## config.mk

```make
export PLATFORM = sky130hd
export DESIGN_NAME = modbus_rtu_frame_rx_flat
export DESIGN_NICKNAME = d
export VERILOG_FILES = /design/src/rtl/modbus_rtu_frame_rx_if.sv /design/src/rtl/modbus_rtu_frame_rx.sv /design/src/flat_wrapper.sv
export SDC_FILE = /design/constraint.sdc
export NUM_CORES = 2
export LEC_CHECK = 0
export CAP_MARGIN = 20
export CORE_MARGIN = 2
export CORE_UTILIZATION = 48
export DETAILED_ROUTE_END_ITERATION = 12
export SKIP_CTS_REPAIR_TIMING = 1
export SLEW_MARGIN = 10
export SYNTH_ARGS = -nofsm -noshare
export SYNTH_HDL_FRONTEND = slang
export SYNTH_SLANG_ARGS = --single-unit
```

## constraint.sdc

```tcl
create_clock -name i_clk -period 6.25 [get_ports i_clk]
set_input_delay 1.25 -clock i_clk [delete_from_list [all_inputs] [get_ports i_clk]]
set_output_delay 1.25 -clock i_clk [all_outputs]
set_load 0.03 [all_outputs]
```

## src/rtl/modbus_rtu_frame_rx_if.sv

```systemverilog
// Byte-side and engine-side signals of the Modbus RTU frame receiver.
// Names are seen from the receiver: i_* flow into it, o_* flow out of it.
// The receiver connects through the slave modport; the UART controller and
// protocol engine (or a bench standing in for them) use the master modport.
interface modbus_rtu_frame_rx_if #(
  parameter int BUF_AW = 8
);
  logic [7:0]        i_rx_data;
  logic              i_rx_ready;
  logic              o_rx_rden;
  logic              o_frame_valid;
  logic [BUF_AW:0]   o_frame_len;
  logic              o_broadcast;
  logic              i_frame_ack;
  logic [BUF_AW-1:0] i_buf_addr;
  logic [7:0]        o_buf_data;
  logic              o_crc_err;
  logic              o_ovf_err;

  modport slave (
    input  i_rx_data, i_rx_ready, i_frame_ack, i_buf_addr,
    output o_rx_rden, o_frame_valid, o_frame_len, o_broadcast,
           o_buf_data, o_crc_err, o_ovf_err
  );

  modport master (
    output i_rx_data, i_rx_ready, i_frame_ack, i_buf_addr,
    input  o_rx_rden, o_frame_valid, o_frame_len, o_broadcast,
           o_buf_data, o_crc_err, o_ovf_err
  );
endinterface

```

## src/rtl/modbus_rtu_frame_rx.sv

```systemverilog
// Modbus RTU frame receiver. Pulls bytes from the UART controller, delimits
// frames by 3.5-character silence, checks CRC-16/MODBUS and the slave
// address, and holds an accepted frame in a buffer until the engine acks it.
module modbus_rtu_frame_rx #(
  parameter int T35_CYCLES = 175000,
  parameter int BUF_AW     = 8
) (
  input  logic                        i_clk,
  input  logic                        i_rst,
  input  logic                        i_enable,
  input  logic [7:0]                  i_slave_addr,
  modbus_rtu_frame_rx_if.slave        bus
);

  localparam int MAX_LEN = 1 << BUF_AW;
  localparam int TW      = $clog2(T35_CYCLES + 1);
  localparam int LW      = BUF_AW + 1;

  localparam logic [TW-1:0] T35_VAL     = TW'(T35_CYCLES);
  localparam logic [TW-1:0] T35_M1      = TW'(T35_CYCLES - 1);
  localparam logic [LW-1:0] MAX_LEN_VAL = LW'(MAX_LEN);
  localparam logic [LW-1:0] LEN_SAT     = LW'(MAX_LEN + 1);
  localparam logic [LW-1:0] MIN_LEN     = LW'(4);

  typedef enum logic [2:0] {
    ST_WAIT_IDLE,
    ST_IDLE,
    ST_RECEIVE,
    ST_CHECK,
    ST_HOLD
  } state_t;

  state_t            r_state;
  state_t            w_state_next;

  logic              r_rx_rden;
  logic [TW-1:0]     r_timer;
  logic [LW-1:0]     r_len;
  logic [15:0]       r_crc;
  logic [7:0]        r_addr_byte;
  logic              r_frame_valid;
  logic [LW-1:0]     r_frame_len;
  logic              r_broadcast;
  logic              r_crc_err;
  logic              r_ovf_err;
  logic [7:0]        r_buf_data;
  logic [7:0]        r_buf [0:MAX_LEN-1];

  logic              w_accept;
  logic              w_silent;
  logic              w_first_byte;
  logic              w_next_byte;
  logic              w_frame_ok;
  logic              w_crc_fail;
  logic              w_ovf_fail;
  logic              w_release;
  logic              w_buf_we;
  logic [BUF_AW-1:0] w_buf_waddr;
  logic [15:0]       w_crc_stage [0:8];

  // A byte is taken in the cycle the consume pulse is high.
  assign w_accept = r_rx_rden;
  assign w_silent = (r_timer == T35_VAL);

  // Byte-wide CRC step, unrolled one bit per stage; a new frame starts from 0xFFFF.
  assign w_crc_stage[0] = (w_first_byte ? 16'hFFFF : r_crc) ^ {8'h00, bus.i_rx_data};
  generate
    for (genvar gi = 0; gi < 8; gi++) begin : g_crc_bit
      assign w_crc_stage[gi+1] = w_crc_stage[gi][0]
                               ? ((w_crc_stage[gi] >> 1) ^ 16'hA001)
                               : (w_crc_stage[gi] >> 1);
    end
  endgenerate

  // Bytes beyond the buffer are counted but never stored.
  assign w_buf_we    = w_first_byte | (w_next_byte & (r_len < MAX_LEN_VAL));
  assign w_buf_waddr = w_first_byte ? '0 : r_len[BUF_AW-1:0];

  // Consume pulse: at most one cycle high, so the controller sees every byte once.
  always_ff @(posedge i_clk) begin
    if (i_rst) r_rx_rden <= 1'b0;
    else       r_rx_rden <= bus.i_rx_ready & ~r_rx_rden;
  end

  // Silence timer: cleared by each accepted byte, saturates at the 3.5-char mark.
  always_ff @(posedge i_clk) begin
    if (i_rst)          r_timer <= '0;
    else if (w_accept)  r_timer <= '0;
    else if (!w_silent) r_timer <= r_timer + TW'(1);
  end

  // State register.
  always_ff @(posedge i_clk) begin
    if (i_rst) r_state <= ST_WAIT_IDLE;
    else       r_state <= w_state_next;
  end

  // Next-state and per-cycle decisions; disable overrides everything.
  always_comb begin
    w_state_next = r_state;
    w_first_byte = 1'b0;
    w_next_byte  = 1'b0;
    w_frame_ok   = 1'b0;
    w_crc_fail   = 1'b0;
    w_ovf_fail   = 1'b0;
    w_release    = 1'b0;
    case (r_state)
      ST_WAIT_IDLE: begin
        if (w_silent) w_state_next = ST_IDLE;
      end
      ST_IDLE: begin
        if (w_accept) begin
          w_first_byte = 1'b1;
          w_state_next = ST_RECEIVE;
        end
      end
      ST_RECEIVE: begin
        // A byte landing on the last cycle still belongs to this frame.
        w_next_byte = w_accept;
        if (r_timer == T35_M1) w_state_next = ST_CHECK;
      end
      ST_CHECK: begin
        w_state_next = ST_IDLE;
        if (r_len > MAX_LEN_VAL) begin
          w_ovf_fail = 1'b1;
        end else if (r_len < MIN_LEN) begin
          w_state_next = ST_IDLE;
        end else if (r_crc != 16'h0000) begin
          w_crc_fail = 1'b1;
        end else if ((r_addr_byte == i_slave_addr) || (r_addr_byte == 8'h00)) begin
          w_frame_ok   = 1'b1;
          w_state_next = ST_HOLD;
        end
      end
      ST_HOLD: begin
        if (bus.i_frame_ack) begin
          w_release    = 1'b1;
          w_state_next = ST_WAIT_IDLE;
        end
      end
      default: w_state_next = ST_WAIT_IDLE;
    endcase
    if (!i_enable) begin
      w_state_next = ST_WAIT_IDLE;
      w_first_byte = 1'b0;
      w_next_byte  = 1'b0;
      w_frame_ok   = 1'b0;
      w_crc_fail   = 1'b0;
      w_ovf_fail   = 1'b0;
      w_release    = 1'b0;
    end
  end

  // Frame accumulation: length, running CRC and a copy of the address byte.
  always_ff @(posedge i_clk) begin
    if (i_rst) begin
      r_len       <= '0;
      r_crc       <= 16'hFFFF;
      r_addr_byte <= 8'h00;
    end else if (w_first_byte) begin
      r_len       <= LW'(1);
      r_crc       <= w_crc_stage[8];
      r_addr_byte <= bus.i_rx_data;
    end else if (w_next_byte) begin
      r_len       <= (r_len == LEN_SAT) ? r_len : r_len + LW'(1);
      r_crc       <= w_crc_stage[8];
    end
  end

  // Result outputs: error pulses last one cycle, the frame is held until ack.
  always_ff @(posedge i_clk) begin
    if (i_rst) begin
      r_frame_valid <= 1'b0;
      r_frame_len   <= '0;
      r_broadcast   <= 1'b0;
      r_crc_err     <= 1'b0;
      r_ovf_err     <= 1'b0;
    end else begin
      r_crc_err <= w_crc_fail;
      r_ovf_err <= w_ovf_fail;
      if (!i_enable || w_release) begin
        r_frame_valid <= 1'b0;
      end else if (w_frame_ok) begin
        r_frame_valid <= 1'b1;
        r_frame_len   <= r_len - LW'(2);
        r_broadcast   <= (r_addr_byte == 8'h00);
      end
    end
  end

  // Buffer write port (no reset so it maps onto block RAM).
  always_ff @(posedge i_clk) begin
    if (w_buf_we) r_buf[w_buf_waddr] <= bus.i_rx_data;
  end

  // Buffer read port with registered output.
  always_ff @(posedge i_clk) begin
    if (i_rst) r_buf_data <= 8'h00;
    else       r_buf_data <= r_buf[bus.i_buf_addr];
  end

  assign bus.o_rx_rden     = r_rx_rden;
  assign bus.o_frame_valid = r_frame_valid;
  assign bus.o_frame_len   = r_frame_len;
  assign bus.o_broadcast   = r_broadcast;
  assign bus.o_buf_data    = r_buf_data;
  assign bus.o_crc_err     = r_crc_err;
  assign bus.o_ovf_err     = r_ovf_err;

endmodule
```

## src/flat_wrapper.sv

```systemverilog
// flat-port wrapper written by rule: the top's interface ports become plain ports
module modbus_rtu_frame_rx_flat 
#(
  parameter int T35_CYCLES = 175000,
  parameter int BUF_AW     = 8
)
  (i_clk, i_rst, i_enable, i_slave_addr, bus_i_rx_data, bus_i_rx_ready, bus_i_frame_ack, bus_i_buf_addr, bus_o_rx_rden, bus_o_frame_valid, bus_o_frame_len, bus_o_broadcast, bus_o_buf_data, bus_o_crc_err, bus_o_ovf_err);
  modbus_rtu_frame_rx_if #(.BUF_AW(BUF_AW)) bus_i ();
  input  logic i_clk;
  input  logic i_rst;
  input  logic i_enable;
  input  logic [7:0] i_slave_addr;
  input wire logic [$bits(bus_i.i_rx_data)-1:0] bus_i_rx_data;
  input wire logic [$bits(bus_i.i_rx_ready)-1:0] bus_i_rx_ready;
  input wire logic [$bits(bus_i.i_frame_ack)-1:0] bus_i_frame_ack;
  input wire logic [$bits(bus_i.i_buf_addr)-1:0] bus_i_buf_addr;
  output wire logic [$bits(bus_i.o_rx_rden)-1:0] bus_o_rx_rden;
  output wire logic [$bits(bus_i.o_frame_valid)-1:0] bus_o_frame_valid;
  output wire logic [$bits(bus_i.o_frame_len)-1:0] bus_o_frame_len;
  output wire logic [$bits(bus_i.o_broadcast)-1:0] bus_o_broadcast;
  output wire logic [$bits(bus_i.o_buf_data)-1:0] bus_o_buf_data;
  output wire logic [$bits(bus_i.o_crc_err)-1:0] bus_o_crc_err;
  output wire logic [$bits(bus_i.o_ovf_err)-1:0] bus_o_ovf_err;
  assign bus_i.i_rx_data = bus_i_rx_data;
  assign bus_i.i_rx_ready = bus_i_rx_ready;
  assign bus_i.i_frame_ack = bus_i_frame_ack;
  assign bus_i.i_buf_addr = bus_i_buf_addr;
  assign bus_o_rx_rden = bus_i.o_rx_rden;
  assign bus_o_frame_valid = bus_i.o_frame_valid;
  assign bus_o_frame_len = bus_i.o_frame_len;
  assign bus_o_broadcast = bus_i.o_broadcast;
  assign bus_o_buf_data = bus_i.o_buf_data;
  assign bus_o_crc_err = bus_i.o_crc_err;
  assign bus_o_ovf_err = bus_i.o_ovf_err;
  modbus_rtu_frame_rx #(.T35_CYCLES(T35_CYCLES), .BUF_AW(BUF_AW)) u_core (.i_clk(i_clk), .i_rst(i_rst), .i_enable(i_enable), .i_slave_addr(i_slave_addr), .bus(bus_i));
endmodule
```

# After elaboration in Yosys (flattened, before gate mapping)
# Memory sizes are Yosys's and may differ from the RTL's. A register that Yosys moved wholly into a read port is not among the register bits.
# Index checks and enable logic that the tools add are counted.
totals:
  latch_bits: 0
  romBits: 0
  word_cells: 108
  inputBits: 29
  out_inout_bits: 22
  mem_count: 1
  ff_bits: 68
  mem_bits_rw: 2048
mem_list:
  columns: ["memory", "words", "word_bits", "rd", "rd_ports_with_merged_regs", "write_ports", "line_no", "text"]
  rows:
  - ["u_core.r_buf", 256, 8, 1, 1, 1, "modbus_rtu_frame_rx.sv:47", "logic [7:0] r_buf [0:MAX_LEN-1];"]
op_classes:
  bitwise_logic: 17
  div: 0
  n_mux: 42
  n_addsub: 3
  reduce_logical: 17
  shifts: 0
  eq_ne: 13
  multipliers: 0
  order_cmp: 3
ops:
  columns: ["operator", "count"]
  rows:
  - ["two-way mux 16 bit", 11]
  - ["== test 18 bit (second input constant)", 2]
  - ["two-way mux 3 bit", 8]
  - ["NOT 2 -> 3 bit", 8]
  - ["two-way mux 1 bit", 21]
  - ["adder 18 x 1 -> 18 bit (second input constant)", 1]
  - ["nonzero test 16 bit", 1]
  - ["bitwise XOR 16 x 8 -> 16 bit", 1]
  - ["case mux 3 bit (5 select lines)", 1]
  - ["adder 9 x 1 -> 9 bit (second input constant)", 1]
  - ["== test 9 bit (second input constant)", 1]
  - ["greater-than comparator 9 bit (second input constant)", 1]
  - ["< comparator 9 x 3 -> 1 bit (second input constant)", 1]
  - ["< comparator 9 bit (second input constant)", 1]
  - ["subtractor 9 x 2 -> 9 bit (second input constant)", 1]
  - ["== test 8 bit", 1]
  - ["logical NOT 8 bit", 1]
  - ["two-way mux 8 bit", 1]
  - ["!= test 2 x 1 -> 1 bit (second input constant)", 4]
  - ["OR reduction 2 bit", 4]
  - ["== test 3 x 2 -> 1 bit (second input constant)", 2]
  - ["AND reduction 2 bit", 3]
  - ["NOT 1 bit", 5]
  - ["OR reduction 5 bit", 1]
  - ["other kinds (11)", 13]

# Logic depth before layout (Yosys ltp)
logic_depth:
  word_depth: 23
  ltp_mapped: 12
  ltp_nobuf: 8

# Worst setup path after synthesis
# Ideal clock, no wire load.
synth_path:
  path_kind: "input to register"
  startpoint: "input port i_enable"
  endpoint: "memory u_core.r_buf[105][0], enable pin"
  setup_ns: 0.370
  cell_stages: 9
  setup_slack_ns: 2.749
  n_path_buf: 2
  t_arrival_ns: 3.131
  cell_sequence: "buf_2 > nand2_1 > nor2_1 > nand2_1 > nor2_1 > and3_1 > nand4_1 > clkbuf_1 > nor2_1"
synth_between:
  elab_chain_cells: 5
synth_lines:
  columns: ["item", "line_no", "text"]
  rows:
  - ["start: declaration", "flat_wrapper.sv:11", "input logic i_enable;"]
  - ["two-way mux 1 bit", "modbus_rtu_frame_rx.sv:143", "if (!i_enable) begin"]
  - ["AND 1 bit", "modbus_rtu_frame_rx.sv:76", "assign w_buf_we = w_first_byte | (w_next_byte & (r_len < MAX_LEN_VAL));"]
  - ["OR 1 bit", "modbus_rtu_frame_rx.sv:76", null]
  - ["two-way mux 1 bit", "modbus_rtu_frame_rx.sv:193", "if (w_buf_we) r_buf[w_buf_waddr] <= bus.i_rx_data;"]
  - ["two-way mux 1 bit (implied by the code)", "modbus_rtu_frame_rx.sv:193", null]
  - ["end: declaration", "modbus_rtu_frame_rx.sv:47", null]
# Several ways; a longest one is shown, not always the timed one.

# Worst setup path in the final report
layout_path:
  startpoint: "input port i_enable"
  endpoint: "memory u_core.r_buf[115][3], enable pin"
# Same word-level chain as after synthesis.

==> results.yml <==
timing:
  finalCritPeriodShare: 0.712
  clock_skew_ns: 0.0342
  max_freq_mhz: 225
  hold_viol: 0
  setup_violations: 0
  setup_tns_ns: 0
  period_minus_slack_ns: 4.45
  whs_ns: 0.474
  maxSlewHeadroom: 0.218
  timing_max_transition_violations_final: 0
  worst_pin_slew_ns: 1.17
  final.setup.worst_slack_ns: 1.80
  rsz0062_at_grt: "no"
cells_and_area:
  fin_cells: 6823
  drive_gt1_frac: 0.219
  syn_to_final_growth_pct: 12.2
  fin_util: 0.543
  final_cell_area_um2: 93500
  layout.nets: 4378
setup_path:
  endpoint_kind: "register"
  worst_r2r_path_depth: 5
  r2r_end: "u_core.r_buf[115][3]"
  cp_slowest_stage_delay_ns: 0.89
  crit_buf_inv: 1
  path_class: "in -> reg"
  ff2ff_setup_slack_ns: 2.00
  critical-path-top-delay-family: "simple AND/OR/NAND/NOR gates"
  cp-start-kind: "input pin"
  path_cells: "clkdlybuf4s50_1 -> and2_1 -> nor2_1 -> nand2_1 -> nor2_1"
  r2r-start: "u_core.r_state[1]"
  crit_path_top_delay_cell: "nand2_1"
  critPathMaxFanout: 18
  worstPathArrival_ns: 4.90
  worst_ep_required_time_ns: 6.70
  cpMostUsedCell: "nor2_1"
synth:
  ys_seq_elements: 2124
  muxShareOfSynthArea: 0.155
  synth_compound_area_frac: 0.0260
  yosys.area_share.simple: 0.0383
  synth_area_um2: 83300
  syn_nets: 4197
  syn_avg_cell_area_um2: 20.0
  synthAdderAreaFrac: 0.000901
  synth-edff-count: 2048
  synth_top_family_by_area: "multiplexers"
  async_flop_share: 0
  synth_ff_type: "edfxtp_1"
  yosys.cell_types.count: 67
  syn_inst: 4162
  synth_xor_xnor_area_share: 0.00647
  yosysSeqAreaShare: 0.756
  synth_warnings: 0
grt:
  grt_pass1_vias: 42100
  grt_pass1_wl_um: 320000
  gr-usage-all-layers: 0.257
  overflow: 0
  antenna_found_initial: 10
  grt_max_degree: 143
floorplan:
  core_um2: 172000
  num_rows: 152
  start_util: 0.484
  io_pins: 51
  dieArea_um2: 177000
  die_h_um: 421
  die_x_um: 421
clocking:
  cts_buffers: 209
  clkLatencyLatePin_ns: 0.83
  cts_tree: "yes"
  ctsRootBufferMaster: "clkbuf_16"
  clk_pin_slew_worst_paths_ns: 0.06
  cts.path.max_buffers: 3
  clock-sinks: 2124
  cts_max_level: 4
drt:
  routed_via_density: 6.23
  via_count: 42500
  drt_first_pass_iters: 6
  wl_per_cell_um: 33.1
  wl_um: 226000
  ant_nets: 0
  drc: 0
  drt_iter0_markers: 5587
placed_design:
  dp.final_hpwl_um: 139000
  place_congestion: 0.865
  io_buffer_count: 50
  placed_area_um2: 86900
  dp_slack_ns: 1.07
  place_inst: 6440
power:
  peakVddDrop_uv: 299
  p_leak_nw: 29.2
  finalPower_mw: 29.2
  power_density_nw_per_um2: 313
flow_run:
  drv_cap: 0
outcome:
  status: "completed"
hold_path:
  min_from: "u_core.bus.o_frame_len[8]"
  hold_depth: 1
  hold_end: "u_core.bus.o_frame_len[8]"
  hp-class: "reg -> reg"
==> final cells by class <==
type	instances	area, um2
Antenna cell	3	7.51
Fill cell	13100	78700
Sequential cell	2124	63000
Inverter	13	53.8
Clock inverter	118	1060
Timing Repair Buffer	214	2020
Multi-Input combinational cell	1781	18900
Tap cell	2310	2890
Clock buffer	260	5510
==> cell usage in the layout, fill, tap and decap left out, types with 9 or more instances in the layout <==
cell,synthesis,final
mux4_2,483,483
o21ai_0,37,37
bufinv_16,0,16
mux2_2,14,14
nor4_1,14,14
nand3_1,40,40
nor3_1,31,30
mux2i_1,180,180
a22oi_1,48,48
clkinv_2,0,35
and2_1,17,17
a21oi_1,73,73
a31oi_1,24,24
or3_1,12,12
nor2b_1,21,18
a211oi_1,22,21
xor2_1,30,30
dfxtp_1,76,76
clkbuf_8,0,10
nand4_1,26,26
clkbuf_16,0,212
buf_12,1,20
o211ai_1,20,20
clkbuf_1,96,46
inv_1,9,9
clkinv_1,1,44
nand2_1,157,153
clkdlybuf4s50_1,0,35
edfxtp_1,2048,2048
o221ai_1,14,14
o22ai_1,36,36
xnor2_1,29,29
nor2_1,334,333
a221oi_1,13,13
buf_4,33,143
and3_1,15,15
==> layer usage <==
layer | global-route usage | routed length [um]
met3 | 0.0416 | 17700
met4 | 0.0861 | 8500
met5 | 0 | 12
met2 | 0.400 | 106000
met1 | 0.373 | 93700
==> cells by family after synthesis <==
kind of cell    Yosys count
compound gates          326
xor+xnor                 60
fa+ha+maj                 6
buf+inv                 257
flops                  2124
mux                     679
simple gates            710
==> synthesized netlist by cell type, drive strengths merged, types with 30 or more instances <==
library cell / count / area share
edfxtp: 2048 / 0.74
mux4: 485 / 0.13
nor2: 334 / 0.015
mux2i: 180 / 0.022
nand2: 157 / 0.0071
buf: 148 / 0.012
clkbuf: 96 / 0.0043
dfxtp: 76 / 0.018
a21oi: 73 / 0.0044
a22oi: 48 / 0.0043
o21ai: 41 / 0.0025
nand3: 40 / 0.0024
o22ai: 36 / 0.0027
nor3: 32 / 0.0020
xor2: 30 / 0.0032
==> sequential cells by signal (all words and copies together) (netlist names) <==
| signal | count |
|---|---|
| u_core.r_state | 3 |
| u_core.bus.o_broadcast | 1 |
| u_core.bus.o_frame_len | 9 |
| u_core.bus.o_buf_data | 8 |
| u_core.bus.o_ovf_err | 1 |
| u_core.r_len | 9 |
| u_core.bus.o_frame_valid | 1 |
| u_core.r_addr_byte | 8 |
| u_core.r_buf | 2048 |
| u_core.bus.o_rx_rden | 1 |
| u_core.bus.o_crc_err | 1 |
| u_core.r_timer | 18 |
| u_core.r_crc | 16 |
==> report_power, final <==
part,internal [mW],switching (mW)
logic,0.483,0.936
clock network,6.89,5.32
registers,15.6,0.0203
total,23.0,6.27
==> worst register-to-register path: cells and delay by family (launching register included) <==
| family | cells | cell delay, ns |
|---|---|---|
| flops | 1 | 0.60 |
| simple gates | 5 | 3.28 |
==> worst max path at each step <==
stage,cells past startpoint,end,startpoint
detailed placement,5,u_core.r_buf[120][2],i_enable
finish,5,u_core.r_buf[115][3],i_enable
CTS,5,u_core.r_buf[120][2],i_enable
global route,5,u_core.r_buf[208][4],i_enable
global placement,5,u_core.r_buf[125][4],i_enable
floorplan,9,u_core.r_buf[105][0],i_enable
(Power assumes the default switching activity.)
